<file path="src/rtl/uart_tx_frame_engine_if.sv">
// Parallel-side handshake between the bridge TX buffer (master) and the
// UART transmit frame engine (slave).
//
// Signals:
//   tx_data  - word to transmit, driven by the master
//   tx_valid - master has a word on tx_data
//   tx_ready - slave can accept a word this cycle
//
// Handshake: a word transfers on a rising clk edge where tx_valid and tx_ready
// are both high. While tx_valid is high and tx_ready is low, the master holds
// tx_data unchanged. tx_ready does not depend on tx_valid.
interface uart_tx_frame_engine_if #(
    parameter int DATA_WIDTH = 8
);
    logic [DATA_WIDTH-1:0] tx_data;
    logic                  tx_valid;
    logic                  tx_ready;

    modport master (output tx_data, output tx_valid, input tx_ready);
    modport slave  (input tx_data, input tx_valid, output tx_ready);
endinterface

</file>
<file path="src/rtl/uart_tx_frame_engine.sv">
// UART transmitter. It serializes one parallel word per frame: a start bit,
// DATA_WIDTH data bits LSB first, an optional parity bit and one stop bit.
// Each bit lasts P clk cycles. P is the prescale value latched at accept,
// with a minimum of 4.
//
// Ports:
//   clk, reset      - system clock; asynchronous, active-low reset
//   parity_en       - insert a parity bit after the data bits
//   parity_type     - 0 = even parity, 1 = odd parity
//   prescale        - clk cycles per bit (values below 4 act as 4)
//   tx_if           - tx_data/tx_valid/tx_ready handshake (slave side)
//   serial_data_out - UART TX line, idle high
//   busy            - frame in progress
//   frame_done      - one-cycle pulse when the stop bit period ends
//   dbg_state       - current FSM state encoding
module uart_tx_frame_engine #(
    parameter int DATA_WIDTH = 8
) (
    input  logic                 clk,
    input  logic                 reset,
    input  logic                 parity_en,
    input  logic                 parity_type,
    input  logic [5:0]           prescale,
    uart_tx_frame_engine_if.slave tx_if,
    output logic                 serial_data_out,
    output logic                 busy,
    output logic                 frame_done,
    output logic [2:0]           dbg_state
);
    localparam int BIDX_W = $clog2(DATA_WIDTH) + 1;

    typedef enum logic [2:0] {
        S_IDLE   = 3'd0,
        S_START  = 3'd1,
        S_DATA   = 3'd2,
        S_PARITY = 3'd3,
        S_STOP   = 3'd4
    } state_t;

    state_t                state_q, state_d;
    logic [5:0]            edge_cnt_q, edge_cnt_d;
    logic [BIDX_W-1:0]     bit_idx_q, bit_idx_d;
    logic [DATA_WIDTH-1:0] shift_q, shift_d;
    logic [5:0]            period_q, period_d;
    logic                  par_en_q, par_en_d;
    logic                  par_bit_q, par_bit_d;
    logic                  line_q, line_d;
    logic                  ready_q, ready_d;
    logic                  busy_q, busy_d;
    logic                  done_q, done_d;
    logic                  bit_end;

    assign bit_end = (edge_cnt_q == period_q - 6'd1);

    always_ff @(posedge clk or negedge reset) begin
        if (!reset) begin
            state_q    <= S_IDLE;
            edge_cnt_q <= '0;
            bit_idx_q  <= '0;
            shift_q    <= '0;
            period_q   <= '0;
            par_en_q   <= 1'b0;
            par_bit_q  <= 1'b0;
            line_q     <= 1'b1;
            ready_q    <= 1'b1;
            busy_q     <= 1'b0;
            done_q     <= 1'b0;
        end else begin
            state_q    <= state_d;
            edge_cnt_q <= edge_cnt_d;
            bit_idx_q  <= bit_idx_d;
            shift_q    <= shift_d;
            period_q   <= period_d;
            par_en_q   <= par_en_d;
            par_bit_q  <= par_bit_d;
            line_q     <= line_d;
            ready_q    <= ready_d;
            busy_q     <= busy_d;
            done_q     <= done_d;
        end
    end

    always_comb begin
        state_d    = state_q;
        edge_cnt_d = edge_cnt_q + 6'd1;
        bit_idx_d  = bit_idx_q;
        shift_d    = shift_q;
        period_d   = period_q;
        par_en_d   = par_en_q;
        par_bit_d  = par_bit_q;
        done_d     = 1'b0;

        case (state_q)
            S_IDLE: begin
                edge_cnt_d = '0;
                if (tx_if.tx_valid && ready_q) begin
                    shift_d   = tx_if.tx_data;
                    par_en_d  = parity_en;
                    par_bit_d = (^tx_if.tx_data) ^ parity_type;
                    period_d  = (prescale < 6'd4) ? 6'd4 : prescale;
                    bit_idx_d = '0;
                    state_d   = S_START;
                end
            end
            S_START: begin
                if (bit_end) begin
                    edge_cnt_d = '0;
                    bit_idx_d  = '0;
                    state_d    = S_DATA;
                end
            end
            S_DATA: begin
                if (bit_end) begin
                    edge_cnt_d = '0;
                    shift_d    = shift_q >> 1;
                    bit_idx_d  = bit_idx_q + 1'b1;
                    if (bit_idx_q == BIDX_W'(DATA_WIDTH - 1)) begin
                        state_d = par_en_q ? S_PARITY : S_STOP;
                    end
                end
            end
            S_PARITY: begin
                if (bit_end) begin
                    edge_cnt_d = '0;
                    state_d    = S_STOP;
                end
            end
            S_STOP: begin
                if (bit_end) begin
                    edge_cnt_d = '0;
                    done_d     = 1'b1;
                    state_d    = S_IDLE;
                end
            end
            default: begin
                edge_cnt_d = '0;
                state_d    = S_IDLE;
            end
        endcase

        // The line is registered from the current state. It therefore trails
        // the state by one cycle, and the start bit begins one edge after the
        // accept edge.
        case (state_q)
            S_START:  line_d = 1'b0;
            S_DATA:   line_d = shift_q[0];
            S_PARITY: line_d = par_bit_q;
            default:  line_d = 1'b1;
        endcase

        ready_d = (state_d == S_IDLE);
        busy_d  = (state_d != S_IDLE);
    end

    assign tx_if.tx_ready  = ready_q;
    assign serial_data_out = line_q;
    assign busy            = busy_q;
    assign frame_done      = done_q;
    assign dbg_state       = state_q;
endmodule

</file>
<file path="src/flat_wrapper.sv">
// flat-port wrapper written by rule: the top's interface ports become plain ports
module uart_tx_frame_engine_flat 
#(
    parameter int DATA_WIDTH = 8
)
  (clk, reset, parity_en, parity_type, prescale, serial_data_out, busy, frame_done, dbg_state, tx_if_tx_data, tx_if_tx_valid, tx_if_tx_ready);
  uart_tx_frame_engine_if #(.DATA_WIDTH(DATA_WIDTH)) tx_if_i ();
  input  logic clk;
  input  logic reset;
  input  logic parity_en;
  input  logic parity_type;
  input  logic [5:0] prescale;
  output logic serial_data_out;
  output logic busy;
  output logic frame_done;
  output logic [2:0] dbg_state;
  input wire logic [$bits(tx_if_i.tx_data)-1:0] tx_if_tx_data;
  input wire logic [$bits(tx_if_i.tx_valid)-1:0] tx_if_tx_valid;
  output wire logic [$bits(tx_if_i.tx_ready)-1:0] tx_if_tx_ready;
  assign tx_if_i.tx_data = tx_if_tx_data;
  assign tx_if_i.tx_valid = tx_if_tx_valid;
  assign tx_if_tx_ready = tx_if_i.tx_ready;
  uart_tx_frame_engine #(.DATA_WIDTH(DATA_WIDTH)) u_core (.clk(clk), .reset(reset), .parity_en(parity_en), .parity_type(parity_type), .prescale(prescale), .tx_if(tx_if_i), .serial_data_out(serial_data_out), .busy(busy), .frame_done(frame_done), .dbg_state(dbg_state));
endmodule
</file>
<file path="config.mk">
export PLATFORM = sky130hd
export DESIGN_NAME = uart_tx_frame_engine_flat
export DESIGN_NICKNAME = d
export VERILOG_FILES = /design/src/rtl/uart_tx_frame_engine_if.sv /design/src/rtl/uart_tx_frame_engine.sv /design/src/flat_wrapper.sv
export SDC_FILE = /design/constraint.sdc
export NUM_CORES = 1
export LEC_CHECK = 0
export ABC_CLOCK_PERIOD_IN_PS = 2770
export BUFFER_PORTS_ARGS = -buffer_cell sky130_fd_sc_hd__buf_4
export CAP_MARGIN = 20
export CORE_MARGIN = 3
export CORE_UTILIZATION = 45
export CTS_CLUSTER_DIAMETER = 150
export DETAILED_ROUTE_END_ITERATION = 16
export PLACE_DENSITY = 0.65
export SKIP_CTS_REPAIR_TIMING = 1
export SLEW_MARGIN = 20
export SYNTH_ARGS = -nofsm -noshare
export SYNTH_HDL_FRONTEND = slang
export SYNTH_SLANG_ARGS = --single-unit
</file>
<file path="constraint.sdc">
create_clock -name clk -period 2.77 [get_ports clk]
set_input_delay 0.277 -clock clk [delete_from_list [all_inputs] [get_ports clk]]
set_output_delay 0.277 -clock clk [all_outputs]
set_load 0.005 [all_outputs]
</file>
==> flow_results.xml, run 1 <==
<?xml version="1.0" encoding="UTF-8"?>
<metrics>
  <group name="status">
    <metric name="result_of_the_run" unit="">finished, final reports clean</metric>
  </group>
  <group name="global_routing">
    <metric name="grt_antenna_before_repair" unit="">0</metric>
    <metric name="first_global_vias" unit="">1417</metric>
    <metric name="grt_start_max_net_pins" unit="">34</metric>
    <metric name="groute.usage.overall" unit="%">16.5</metric>
    <metric name="grt_first_pass_wirelength" unit="um">6450</metric>
    <metric name="grt-ovfl-total" unit="">0</metric>
  </group>
  <group name="routing">
    <metric name="drt_first_pass_iters" unit="">4</metric>
    <metric name="drt_drc_violations_left" unit="">0</metric>
    <metric name="wl_met1" unit="um">1740</metric>
    <metric name="maxUsedRoutingLayer" unit="">met4</metric>
    <metric name="routed_wire_length_per_instance" unit="um">14.3</metric>
    <metric name="detailedRoute.firstIterationViolations" unit="">156</metric>
    <metric name="met3WireLength" unit="um">154</metric>
    <metric name="final_antenna_net_count" unit="">0</metric>
    <metric name="avgViaCountPerCell" unit="">5.48</metric>
    <metric name="route.vias.total" unit="">1419</metric>
    <metric name="finalWirelength" unit="um">3700</metric>
    <metric name="route.met2.wl" unit="um">1750</metric>
  </group>
  <group name="setup_path">
    <metric name="critPathBufInv" unit="">1</metric>
    <metric name="critPathMaxStageDelay" unit="ns">0.53</metric>
    <metric name="critPathSlowestCell" unit="">sky130_fd_sc_hd__or4_4</metric>
    <metric name="critPathLaunch" unit="">u_core.period_q[0]$_DFFE_PN0P_</metric>
    <metric name="critical_path.top_delay_family" unit="">simple AND/OR/NAND/NOR gates</metric>
    <metric name="critical_path_start_end_classification" unit="">reg2reg</metric>
    <metric name="worstSetupEndpointType" unit="">flip-flop</metric>
    <metric name="cp.arrival" unit="ns">2.62</metric>
    <metric name="worstPathCellList" unit="">inv_1, ha_1, xor2_1, nand2_1, or4_4, or4_4, a221oi_2</metric>
    <metric name="worst_r2r_startpoint" unit="">u_core.period_q[0]$_DFFE_PN0P_</metric>
    <metric name="timing.critical_path.fanout_max" unit="">4</metric>
    <metric name="most_numerous_cell_on_the_critical_path" unit="">sky130_fd_sc_hd__or4_4</metric>
    <metric name="startpoint_type" unit="">flip-flop</metric>
    <metric name="critical_path_rt" unit="ns">2.95</metric>
  </group>
  <group name="timing">
    <metric name="slew_viol_final" unit="">0</metric>
    <metric name="worst_slew_margin_rel" unit="%">52.0</metric>
    <metric name="final_hold_viol_count" unit="">0</metric>
    <metric name="grt_setup_unrepaired" unit="">no</metric>
    <metric name="tightest_slew" unit="ns">0.720</metric>
    <metric name="clock_skew" unit="ns">0.00408</metric>
    <metric name="fin_setup_tns" unit="ns">0</metric>
    <metric name="setup_viol_count_final" unit="">0</metric>
    <metric name="finalCriticalPeriod" unit="ns">2.44</metric>
    <metric name="fmax" unit="GHz">0.410</metric>
    <metric name="fin_crit_sh" unit="%">88.0</metric>
  </group>
  <group name="floorplan">
    <metric name="die_width" unit="um">69.5</metric>
    <metric name="ioPinCount" unit="">26</metric>
    <metric name="starting_density_of_the_core" unit="%">48.1</metric>
    <metric name="overall_die_area" unit="mm2">0.00483</metric>
    <metric name="floorplan.rows" unit="">22</metric>
    <metric name="die_h" unit="um">69.5</metric>
    <metric name="core_area" unit="mm2">0.00377</metric>
  </group>
  <group name="placement">
    <metric name="port-buffer-count" unit="">25</metric>
    <metric name="detailed_place_hpwl" unit="um">2750</metric>
    <metric name="post-place-cells" unit="">250</metric>
    <metric name="gp_congestion" unit="">0.864</metric>
  </group>
  <group name="finish">
    <metric name="number_of_nets_in_the_finished_design" unit="">232</metric>
    <metric name="layout_commonest_cell" unit="">sky130_fd_sc_hd__dfrtp_1</metric>
    <metric name="fin_cells" unit="">259</metric>
    <metric name="layout-area-overhead-vs-synth" unit="%">18.2</metric>
    <metric name="fillCellCount" unit="">324</metric>
    <metric name="drive_gt1_share" unit="%">28.0</metric>
    <metric name="diodes" unit="">0</metric>
    <metric name="mostFrequentLayoutCells" unit="">31 x sky130_fd_sc_hd__dfrtp_1, 29 x sky130_fd_sc_hd__buf_4, 22 x sky130_fd_sc_hd__nand2_1, 14 x sky130_fd_sc_hd__xnor2_1, 14 x sky130_fd_sc_hd__mux2_2</metric>
  </group>
  <group name="cts">
    <metric name="clock_sinks" unit="">33</metric>
    <metric name="tritoncts_buffer_count" unit="">5</metric>
    <metric name="tritoncts_clock_tree" unit="">yes</metric>
    <metric name="cts_root_buf" unit="">sky130_fd_sc_hd__clkbuf_8</metric>
    <metric name="clk-insertion-delay-late" unit="ns">0.27</metric>
    <metric name="cts-htree-levels" unit="">2</metric>
    <metric name="cts.path.max_buffers" unit="">2</metric>
    <metric name="path_clk_slew" unit="ns">0.07</metric>
  </group>
  <group name="synthesis">
    <metric name="synth_async_sr_flop_share" unit="%">100</metric>
    <metric name="synth.yosys.seq_area_share" unit="%">45.6</metric>
    <metric name="synth_enable_flop_cells" unit="">0</metric>
    <metric name="ys_dominant_reg_cell" unit="">sky130_fd_sc_hd__dfrtp_1</metric>
    <metric name="post_synth.cell_area_avg" unit="um2">10.1</metric>
    <metric name="post_synthesis_instance_total" unit="">179</metric>
    <metric name="post_synth_num_cell_types" unit="">40</metric>
    <metric name="synthesis.area" unit="mm2">0.00182</metric>
    <metric name="synth.yosys.warnings" unit="">0</metric>
    <metric name="synth_seq_cells" unit="">33</metric>
    <metric name="nets_in_the_synthesized_netlist" unit="">201</metric>
  </group>
  <group name="power">
    <metric name="worst_ir_drop_vdd" unit="mV">0.211</metric>
    <metric name="power.leakage" unit="nW">0.989</metric>
    <metric name="power.density_cell_area" unit="mW/mm2">409</metric>
    <metric name="total_power" unit="mW">0.878</metric>
  </group>
  <group name="job">
    <metric name="maxCapViolations" unit="">0</metric>
  </group>
  <group name="min_path">
    <metric name="min_from" unit="">prescale[5]</metric>
    <metric name="timing.hold.worst.class" unit="">in2reg</metric>
  </group>
</metrics>
[path summary, 6_finish.rpt]
kind                       slack [ns]                               end  cells past startpoint
hold / removal                   0.20    u_core.period_q[5]$_DFFE_PN0P_                      3
min in group asynchronous        0.47             u_core.busy$_DFF_PN0_                      2
setup / recovery                 0.33     u_core.dbg_state[0]$_DFF_PN0_                      7
setup reg to reg                 0.33     u_core.dbg_state[0]$_DFF_PN0_                      7
hold reg to reg                  0.50      u_core.par_bit_q$_DFFE_PN0P_                      2
max in group asynchronous        1.95  u_core.serial_data_out$_DFF_PN1_                      2
[cells in the mapped netlist (all sizes together) (3+ instances only)]
cell type  instances  area [um2]
dfrtp             31         776
nand2             22        82.6
mux2              14         158
xnor2             14         123
nor2              12        45.0
inv                7        26.3
nand3              7        35.0
o21ai              7        35.0
a31oi              6        37.5
clkbuf             5        38.8
nor4               5        37.5
xor2               5        43.8
a21oi              4        20.0
or4                4        37.5
a31o               3        26.3
and3               3        20.0
ha                 3        37.5
nand2b             3        18.8
[layer usage]
layer / up-vias / GRT usage, %
li1: 695 / -
met1: 682 / 22.2
met2: 34 / 25.6
met3: 8 / 4.64
met4: 0 / 5.21
met5: - / 0
[flip-flops by register name, summed over array words and instances (netlist names), 3 cells and up]
| name | flops |
|---|---|
| u_core.period_q | 6 |
| u_core.dbg_state | 3 |
| u_core.shift_q | 8 |
| u_core.bit_idx_q | 4 |
| u_core.edge_cnt_q | 6 |
[per-stage QoR]
| step | hold WS [ns] | area [um2] | util [%] | setup WS (ns) |
|---|---|---|---|---|
| 2_1_floorplan | -0.0186 | 1820 | - | 0.538 |
| 3_3_place_gp | 0.236 | 2060 | 54.5 | 0.494 |
| 3_5_place_dp | 0.246 | 2060 | 54.5 | 0.377 |
| 4_1_cts | -0.0514 | 2140 | 56.6 | 0.345 |
| 5_1_grt | 0.217 | 2150 | 56.9 | 0.162 |
| 6_report | 0.202 | 2150 | 56.9 | 0.334 |
[worst register-to-register path, delay by kind of cell (launching register included)]
kind | cells | cell delay [ns]
fa+ha+maj | 1 | 0.31
compound gates | 1 | 0.24
flops | 1 | 0.41
buf+inv | 1 | 0.08
xor+xnor | 1 | 0.22
simple gates | 3 | 1.09
[logic make-up after synthesis]
logic type,after synthesis,synth area share [%]
AOI/OAI and AO/OA,30,11.1
buffers and inverters,13,3.86
muxes,15,9.23
xor gates and xnor gates,19,9.17
and+or+nand+nor,66,19.0
adders and majority gates,3,2.07
DFF,33,45.6
[final cells by class]
class,instances,area (um2),area share [%]
Clock buffer,8,80.1,3.73
Inverter,7,26.3,1.22
Multi-Input combinational cell,133,923,43.0
Sequential cell,33,828,38.6
Tap cell,48,60.1,2.80
Timing Repair Buffer,30,228,10.6
[power breakdown]
group	switching [mW]	leakage [nW]	internal (mW)
clock	0.161	0.0395	0.178
combinational	0.0256	0.541	0.0310
sequential	0	0.409	0.482
No activity file was read; power rests on OpenSTA's default activity.
==> run 2, diff against run 1 <==
--- a/config.mk
+++ b/config.mk
@@ -12,6 +12,7 @@
 export CORE_UTILIZATION = 45
 export CTS_CLUSTER_DIAMETER = 150
 export DETAILED_ROUTE_END_ITERATION = 16
+export GPL_TIMING_DRIVEN = 0
 export PLACE_DENSITY = 0.65
 export SKIP_CTS_REPAIR_TIMING = 1
 export SLEW_MARGIN = 20
==> run 2 against run 1 <==
- power rose by 3.8%
- hold slack worse by 0.027 ns
- die area unchanged
- cell count is 0.77% higher
- clock skew grew 0.0036 ns
==> flow_results.xml, run 2 (synthesis results as in run 1) <==
<?xml version="1.0" encoding="UTF-8"?>
<metrics>
  <group name="global_routing">
    <metric name="first_global_vias" unit="">1385</metric>
    <metric name="grt_antenna_before_repair" unit="">0</metric>
    <metric name="groute.usage.overall" unit="%">16.4</metric>
    <metric name="grt-ovfl-total" unit="">0</metric>
    <metric name="grt_start_max_net_pins" unit="">34</metric>
    <metric name="grt_first_pass_wirelength" unit="um">6280</metric>
  </group>
  <group name="finish">
    <metric name="number_of_nets_in_the_finished_design" unit="">234</metric>
    <metric name="layout_commonest_cell" unit="">sky130_fd_sc_hd__dfrtp_1</metric>
    <metric name="layout-area-overhead-vs-synth" unit="%">19.2</metric>
    <metric name="largest-register" unit="">u_core.shift_q</metric>
    <metric name="fillCellCount" unit="">329</metric>
    <metric name="drive_gt1_share" unit="%">27.2</metric>
    <metric name="mostFrequentLayoutCells" unit="">31 x sky130_fd_sc_hd__dfrtp_1, 25 x sky130_fd_sc_hd__buf_4, 22 x sky130_fd_sc_hd__nand2_1, 14 x sky130_fd_sc_hd__xnor2_1, 14 x sky130_fd_sc_hd__mux2_2</metric>
    <metric name="largest_registers" unit="">u_core.shift_q: 8 flops, u_core.edge_cnt_q: 6 flops, u_core.period_q: 6 flops</metric>
    <metric name="largest_register_ff_count" unit="">8</metric>
    <metric name="diodes" unit="">0</metric>
  </group>
  <group name="floorplan">
    <metric name="die_width" unit="um">69.5</metric>
    <metric name="floorplan.rows" unit="">22</metric>
    <metric name="core_area" unit="mm2">0.00377</metric>
    <metric name="die_h" unit="um">69.5</metric>
    <metric name="overall_die_area" unit="mm2">0.00483</metric>
    <metric name="ioPinCount" unit="">26</metric>
    <metric name="starting_density_of_the_core" unit="%">48.1</metric>
  </group>
  <group name="setup_path">
    <metric name="worst_r2r_startpoint" unit="">u_core.period_q[0]$_DFFE_PN0P_</metric>
    <metric name="critical_path_rt" unit="ns">2.95</metric>
    <metric name="count_of_cells_along_the_worst_register_to_register_path" unit="">6</metric>
    <metric name="r2r_slack" unit="ns">0.32</metric>
    <metric name="startpoint_type" unit="">flip-flop</metric>
    <metric name="timing.critical_path.fanout_max" unit="">7</metric>
    <metric name="cp.arrival" unit="ns">2.63</metric>
    <metric name="worstPathCellList" unit="">inv_1, ha_1, or3_1, a31oi_1, a21oi_1, mux2_2</metric>
    <metric name="worstSetupEndpointType" unit="">flip-flop</metric>
    <metric name="critPathSlowestCell" unit="">sky130_fd_sc_hd__a31oi_1</metric>
    <metric name="critical_path_start_end_classification" unit="">reg2reg</metric>
    <metric name="reg2reg_to" unit="">u_core.shift_q[5]$_DFFE_PN0P_</metric>
    <metric name="critPathMaxStageDelay" unit="ns">0.50</metric>
  </group>
  <group name="placement">
    <metric name="gp_congestion" unit="">0.909</metric>
    <metric name="port-buffer-count" unit="">25</metric>
    <metric name="detailed_place_hpwl" unit="um">2690</metric>
    <metric name="place_worst_setup_slack" unit="ns">0.334</metric>
  </group>
  <group name="routing">
    <metric name="detailedRoute.firstIterationViolations" unit="">87</metric>
    <metric name="finalWirelength" unit="um">3580</metric>
    <metric name="avgViaCountPerCell" unit="">5.40</metric>
    <metric name="route.vias.total" unit="">1410</metric>
    <metric name="final_antenna_net_count" unit="">0</metric>
    <metric name="drt_first_pass_iters" unit="">4</metric>
    <metric name="routed_wire_length_per_instance" unit="um">13.7</metric>
    <metric name="drt_drc_violations_left" unit="">0</metric>
  </group>
  <group name="status">
    <metric name="result_of_the_run" unit="">finished, final reports clean</metric>
  </group>
  <group name="cts">
    <metric name="cts_root_buf" unit="">sky130_fd_sc_hd__clkbuf_8</metric>
    <metric name="tritoncts_clock_tree" unit="">yes</metric>
    <metric name="cts-htree-levels" unit="">2</metric>
    <metric name="path_clk_slew" unit="ns">0.07</metric>
    <metric name="tritoncts_buffer_count" unit="">5</metric>
    <metric name="clock_sinks" unit="">33</metric>
    <metric name="clk-insertion-delay-late" unit="ns">0.29</metric>
    <metric name="cts.path.max_buffers" unit="">2</metric>
  </group>
  <group name="timing">
    <metric name="final_hold_viol_count" unit="">0</metric>
    <metric name="postLayoutSetupSlackWorst" unit="ns">0.320</metric>
    <metric name="slew_viol_final" unit="">0</metric>
    <metric name="clock_skew" unit="ns">0.00767</metric>
    <metric name="worst_slew_margin_rel" unit="%">42.6</metric>
    <metric name="finalCriticalPeriod" unit="ns">2.45</metric>
    <metric name="fin_setup_tns" unit="ns">0</metric>
    <metric name="fmax" unit="GHz">0.408</metric>
    <metric name="setup_viol_count_final" unit="">0</metric>
    <metric name="tightest_slew" unit="ns">0.853</metric>
    <metric name="grt_setup_unrepaired" unit="">no</metric>
    <metric name="fin_crit_sh" unit="%">88.4</metric>
  </group>
  <group name="min_path">
    <metric name="hold_path_end" unit="">u_core.par_en_q$_DFFE_PN0P_</metric>
    <metric name="min_from" unit="">parity_en</metric>
    <metric name="min_delay_path_depth" unit="">3</metric>
    <metric name="timing.hold.worst.class" unit="">in2reg</metric>
  </group>
  <group name="job">
    <metric name="maxCapViolations" unit="">0</metric>
  </group>
  <group name="power">
    <metric name="worst_ir_drop_vdd" unit="mV">0.307</metric>
    <metric name="power.leakage" unit="nW">0.998</metric>
    <metric name="power.density_cell_area" unit="mW/mm2">421</metric>
  </group>
</metrics>
==> run 2: where the power goes <==
part           internal (mW)  switching (mW)
clock                  0.202           0.170
sequential             0.482               0
combinational         0.0310          0.0255
==> run 2: through the flow <==
stage | hold WS, ns | util [%] | cells | cell area (um2) | power [mW]
floorplan | -0.0186 | - | 179 | 1820 | 0.512
global placement | 0.233 | 54.7 | 252 | 2060 | 0.546
detailed placement | 0.243 | 54.7 | 252 | 2060 | 0.547
CTS | -0.0746 | 57.1 | 260 | 2150 | 0.925
global route | 0.195 | 57.4 | 261 | 2160 | 0.950
finish | 0.175 | 57.4 | 261 | 2160 | 0.911
==> run 2: layout make-up <==
class | instances | area [um2] | area share, %
flip-flops and latches | 33 | 828 | 38.3
repair buffers | 26 | 198 | 9.14
multi-input cells | 133 | 917 | 42.4
plain buffers | 6 | 43.8 | 2.02
well taps | 48 | 60.1 | 2.78
clock buffers | 8 | 90.1 | 4.16
inverters | 7 | 26.3 | 1.21
==> run 2: how the worst max path moves through the flow <==
stage          cells past startpoint                      startpoint                       endpoint  slack [ns]
2_1_floorplan                      7  u_core.period_q[0]$_DFFE_PN0P_  u_core.dbg_state[0]$_DFF_PN0_        0.54
4_1_cts                            6  u_core.period_q[0]$_DFFE_PN0P_  u_core.shift_q[5]$_DFFE_PN0P_        0.33
5_1_grt                            7  u_core.period_q[0]$_DFFE_PN0P_  u_core.shift_q[7]$_DFFE_PN0P_        0.09
3_3_place_gp                       6  u_core.period_q[0]$_DFFE_PN0P_  u_core.shift_q[6]$_DFFE_PN0P_        0.38
6_report                           6  u_core.period_q[0]$_DFFE_PN0P_  u_core.shift_q[5]$_DFFE_PN0P_        0.32
3_5_place_dp                       6  u_core.period_q[0]$_DFFE_PN0P_  u_core.shift_q[5]$_DFFE_PN0P_        0.33
==> run 2: metal layers <==
| metal | vias up | wire length (um) | GRT usage [%] |
|---|---|---|---|
| met3 | 7 | 187 | 5.65 |
| met2 | 35 | 1690 | 25.5 |
| met5 | - | 0 | 0 |
| met1 | 670 | 1640 | 20.5 |
| li1 | 698 | - | - |
| met4 | 0 | 62 | 7.38 |
==> run 2: critical path, delay by kind of cell, from the launching register on <==
kind                     cells  cell delay (ns)
AO/OA/AOI/OAI                2             0.88
multiplexers                 1             0.37
adder cells (fa/ha/maj)      1             0.22
flip-flops                   1             0.41
AND/OR/NAND/NOR              1             0.39
buffers and inverters        1             0.08
==> run 3, diff against run 2 <==
--- a/config.mk
+++ b/config.mk
@@ -6,10 +6,11 @@
 export NUM_CORES = 1
 export LEC_CHECK = 0
 export ABC_CLOCK_PERIOD_IN_PS = 2770
-export BUFFER_PORTS_ARGS = -buffer_cell sky130_fd_sc_hd__buf_4
+export BUFFER_PORTS_ARGS = -buffer_cell sky130_fd_sc_hd__buf_2
 export CAP_MARGIN = 20
 export CORE_MARGIN = 3
 export CORE_UTILIZATION = 45
+export CTS_BUF_LIST = sky130_fd_sc_hd__clkbuf_4 sky130_fd_sc_hd__clkbuf_8
 export CTS_CLUSTER_DIAMETER = 150
 export DETAILED_ROUTE_END_ITERATION = 16
 export GPL_TIMING_DRIVEN = 0
==> run 3 against run 2 <==
- sequential share of layout area rose by 0.77 points
- clock skew rose by 0.0044 ns
- clock-buffer cell count fell by 1
- clock power rose by 27%
- via count rose by 0.99%
- first-iteration DRC count fell by 17%
- die area did not move
- register-to-register slack got worse by 0.03 ns
- critical endpoint is now u_core.shift_q[4]$_DFFE_PN0P_
==> flow_results.xml, run 3 (synthesis results as in run 1) <==
<?xml version="1.0" encoding="UTF-8"?>
<metrics>
  <group name="status">
    <metric name="result_of_the_run" unit="">finished, final reports clean</metric>
  </group>
  <group name="timing">
    <metric name="fmax" unit="GHz">0.404</metric>
    <metric name="setup_viol_count_final" unit="">0</metric>
    <metric name="grt_setup_unrepaired" unit="">no</metric>
    <metric name="slew_viol_final" unit="">0</metric>
    <metric name="fin_crit_sh" unit="%">89.3</metric>
    <metric name="clock_skew" unit="ns">0.0121</metric>
    <metric name="final_hold_viol_count" unit="">0</metric>
    <metric name="fin_setup_tns" unit="ns">0</metric>
    <metric name="postLayoutSetupSlackWorst" unit="ns">0.295</metric>
    <metric name="tightest_slew" unit="ns">0.843</metric>
    <metric name="worst_slew_margin_rel" unit="%">43.3</metric>
    <metric name="finalCriticalPeriod" unit="ns">2.47</metric>
  </group>
  <group name="floorplan">
    <metric name="die_h" unit="um">69.5</metric>
    <metric name="die_width" unit="um">69.5</metric>
    <metric name="ioPinCount" unit="">26</metric>
    <metric name="floorplan.rows" unit="">22</metric>
    <metric name="starting_density_of_the_core" unit="%">48.1</metric>
    <metric name="overall_die_area" unit="mm2">0.00483</metric>
    <metric name="core_area" unit="mm2">0.00377</metric>
  </group>
  <group name="cts">
    <metric name="cts-htree-levels" unit="">2</metric>
    <metric name="path_clk_slew" unit="ns">0.07</metric>
    <metric name="tritoncts_buffer_count" unit="">5</metric>
    <metric name="tritoncts_clock_tree" unit="">yes</metric>
    <metric name="cts_root_buf" unit="">sky130_fd_sc_hd__clkbuf_8</metric>
    <metric name="cts.path.max_buffers" unit="">2</metric>
    <metric name="clock_sinks" unit="">33</metric>
    <metric name="clk-insertion-delay-late" unit="ns">0.29</metric>
  </group>
  <group name="global_routing">
    <metric name="grt_start_max_net_pins" unit="">34</metric>
    <metric name="grt_first_pass_wirelength" unit="um">6290</metric>
    <metric name="groute.usage.overall" unit="%">16.2</metric>
    <metric name="first_global_vias" unit="">1423</metric>
    <metric name="grt_antenna_before_repair" unit="">0</metric>
    <metric name="grt-ovfl-total" unit="">0</metric>
  </group>
  <group name="placement">
    <metric name="port-buffer-count" unit="">25</metric>
    <metric name="place_worst_setup_slack" unit="ns">0.300</metric>
    <metric name="detailed_place_hpwl" unit="um">2680</metric>
    <metric name="gp_congestion" unit="">0.903</metric>
  </group>
  <group name="finish">
    <metric name="layout_commonest_cell" unit="">sky130_fd_sc_hd__dfrtp_1</metric>
    <metric name="drive_gt1_share" unit="%">28.3</metric>
    <metric name="mostFrequentLayoutCells" unit="">31 x sky130_fd_sc_hd__dfrtp_1, 26 x sky130_fd_sc_hd__buf_2, 22 x sky130_fd_sc_hd__nand2_1, 14 x sky130_fd_sc_hd__xnor2_1, 14 x sky130_fd_sc_hd__mux2_2</metric>
    <metric name="fillCellCount" unit="">336</metric>
    <metric name="largest_register_ff_count" unit="">8</metric>
    <metric name="largest-register" unit="">u_core.shift_q</metric>
    <metric name="layout-area-overhead-vs-synth" unit="%">16.8</metric>
    <metric name="diodes" unit="">0</metric>
    <metric name="largest_registers" unit="">u_core.shift_q: 8 flops, u_core.edge_cnt_q: 6 flops, u_core.period_q: 6 flops</metric>
    <metric name="multi_input_comb_area" unit="um2">917</metric>
    <metric name="number_of_nets_in_the_finished_design" unit="">233</metric>
    <metric name="register_area" unit="um2">828</metric>
  </group>
  <group name="setup_path">
    <metric name="worst_r2r_startpoint" unit="">u_core.period_q[0]$_DFFE_PN0P_</metric>
    <metric name="count_of_cells_along_the_worst_register_to_register_path" unit="">6</metric>
    <metric name="critPathMaxStageDelay" unit="ns">0.51</metric>
    <metric name="critPathCapture" unit="">u_core.shift_q[4]$_DFFE_PN0P_</metric>
    <metric name="crit_cells" unit="">6</metric>
    <metric name="critPathLaunch" unit="">u_core.period_q[0]$_DFFE_PN0P_</metric>
    <metric name="worstPathCellList" unit="">inv_1, ha_1, or3_1, a31oi_1, a21oi_1, mux2_2</metric>
    <metric name="r2r_slack" unit="ns">0.30</metric>
    <metric name="critical_path_start_end_classification" unit="">reg2reg</metric>
    <metric name="critPathSlowestCell" unit="">sky130_fd_sc_hd__a31oi_1</metric>
    <metric name="worstSetupEndpointType" unit="">flip-flop</metric>
    <metric name="cp.arrival" unit="ns">2.64</metric>
    <metric name="reg2reg_to" unit="">u_core.shift_q[4]$_DFFE_PN0P_</metric>
    <metric name="timing.critical_path.fanout_max" unit="">7</metric>
    <metric name="startpoint_type" unit="">flip-flop</metric>
    <metric name="critical_path_rt" unit="ns">2.94</metric>
    <metric name="critical_path.top_delay_family" unit="">compound AO/OA/AOI/OAI gates</metric>
    <metric name="critPathBufInv" unit="">1</metric>
  </group>
  <group name="routing">
    <metric name="finalWirelength" unit="um">3490</metric>
    <metric name="route.vias.total" unit="">1424</metric>
    <metric name="routed_wire_length_per_instance" unit="um">13.4</metric>
    <metric name="final_antenna_net_count" unit="">0</metric>
    <metric name="drt_first_pass_iters" unit="">4</metric>
    <metric name="drt_drc_violations_left" unit="">0</metric>
    <metric name="detailedRoute.firstIterationViolations" unit="">72</metric>
    <metric name="avgViaCountPerCell" unit="">5.48</metric>
  </group>
  <group name="min_path">
    <metric name="timing.hold.worst.class" unit="">in2async</metric>
  </group>
  <group name="power">
    <metric name="worst_ir_drop_vdd" unit="mV">0.374</metric>
    <metric name="power.density_cell_area" unit="mW/mm2">473</metric>
    <metric name="power.leakage" unit="nW">0.991</metric>
  </group>
  <group name="job">
    <metric name="maxCapViolations" unit="">0</metric>
  </group>
</metrics>
-- run 3: cell types whose count changed in the layout (fill, tap and decap cells not counted) --
cell	delta
sky130_fd_sc_hd__buf_2	+25
sky130_fd_sc_hd__buf_4	-25
sky130_fd_sc_hd__bufinv_16	+1
sky130_fd_sc_hd__clkbuf_1	-2
sky130_fd_sc_hd__clkbuf_4	+1
sky130_fd_sc_hd__dlygate4sd3_1	-1
-- run 3: power by group --
part           switching (mW)  internal [mW]
registers                   0          0.482
clock network           0.170          0.303
logic                  0.0247         0.0230
-- run 3: worst min path at each step --
| stage | from | end | slack, ns | depth (start not counted) |
|---|---|---|---|---|
| after floorplan | reset | u_core.bit_idx_q[0]$_DFFE_PN0P_ | -0.02 | 0 |
| after global placement | reset | u_core.busy$_DFF_PN0_ | 0.36 | 1 |
| after detailed placement | reset | u_core.busy$_DFF_PN0_ | 0.38 | 1 |
| after CTS | reset | u_core.dbg_state[1]$_DFF_PN0_ | 0.07 | 1 |
| after global routing | reset | u_core.dbg_state[1]$_DFF_PN0_ | 0.10 | 1 |
| final | reset | u_core.dbg_state[1]$_DFF_PN0_ | 0.04 | 1 |
-- run 3: per-stage QoR --
stage | utilization, % | cell area [um2] | cells | power (mW) | hold slack [ns]
after CTS | 56.2 | 2120 | 260 | 1.02 | 0.0720
after detailed placement | 53.1 | 2000 | 252 | 0.540 | 0.385
after floorplan | - | 1820 | 179 | 0.512 | -0.0186
after global placement | 53.1 | 2000 | 252 | 0.539 | 0.359
after global routing | 56.2 | 2120 | 260 | 1.05 | 0.101
final | 56.2 | 2120 | 260 | 1.00 | 0.0367
-- run 3: final cells by class --
cell class                 instances  share of cell area (%)
multi-input combinational        133                    43.2
sequential                        33                    39.1
timing repair buffer              25                    5.90
clock buffer                       7                    4.25
tap                               48                    2.83
buffer                             6                    2.06
clock inverter                     1                    1.42
inverter                           7                    1.24
-- run 3: layer usage --
metal | global-route usage, % | share of wire [%] | vias up
li1 | - | - | 694
met1 | 20.9 | 43 | 689
met4 | 5.21 | 0.69 | 0
met5 | 0 | 0 | -
met3 | 5.36 | 6.0 | 2
met2 | 25.5 | 50 | 39
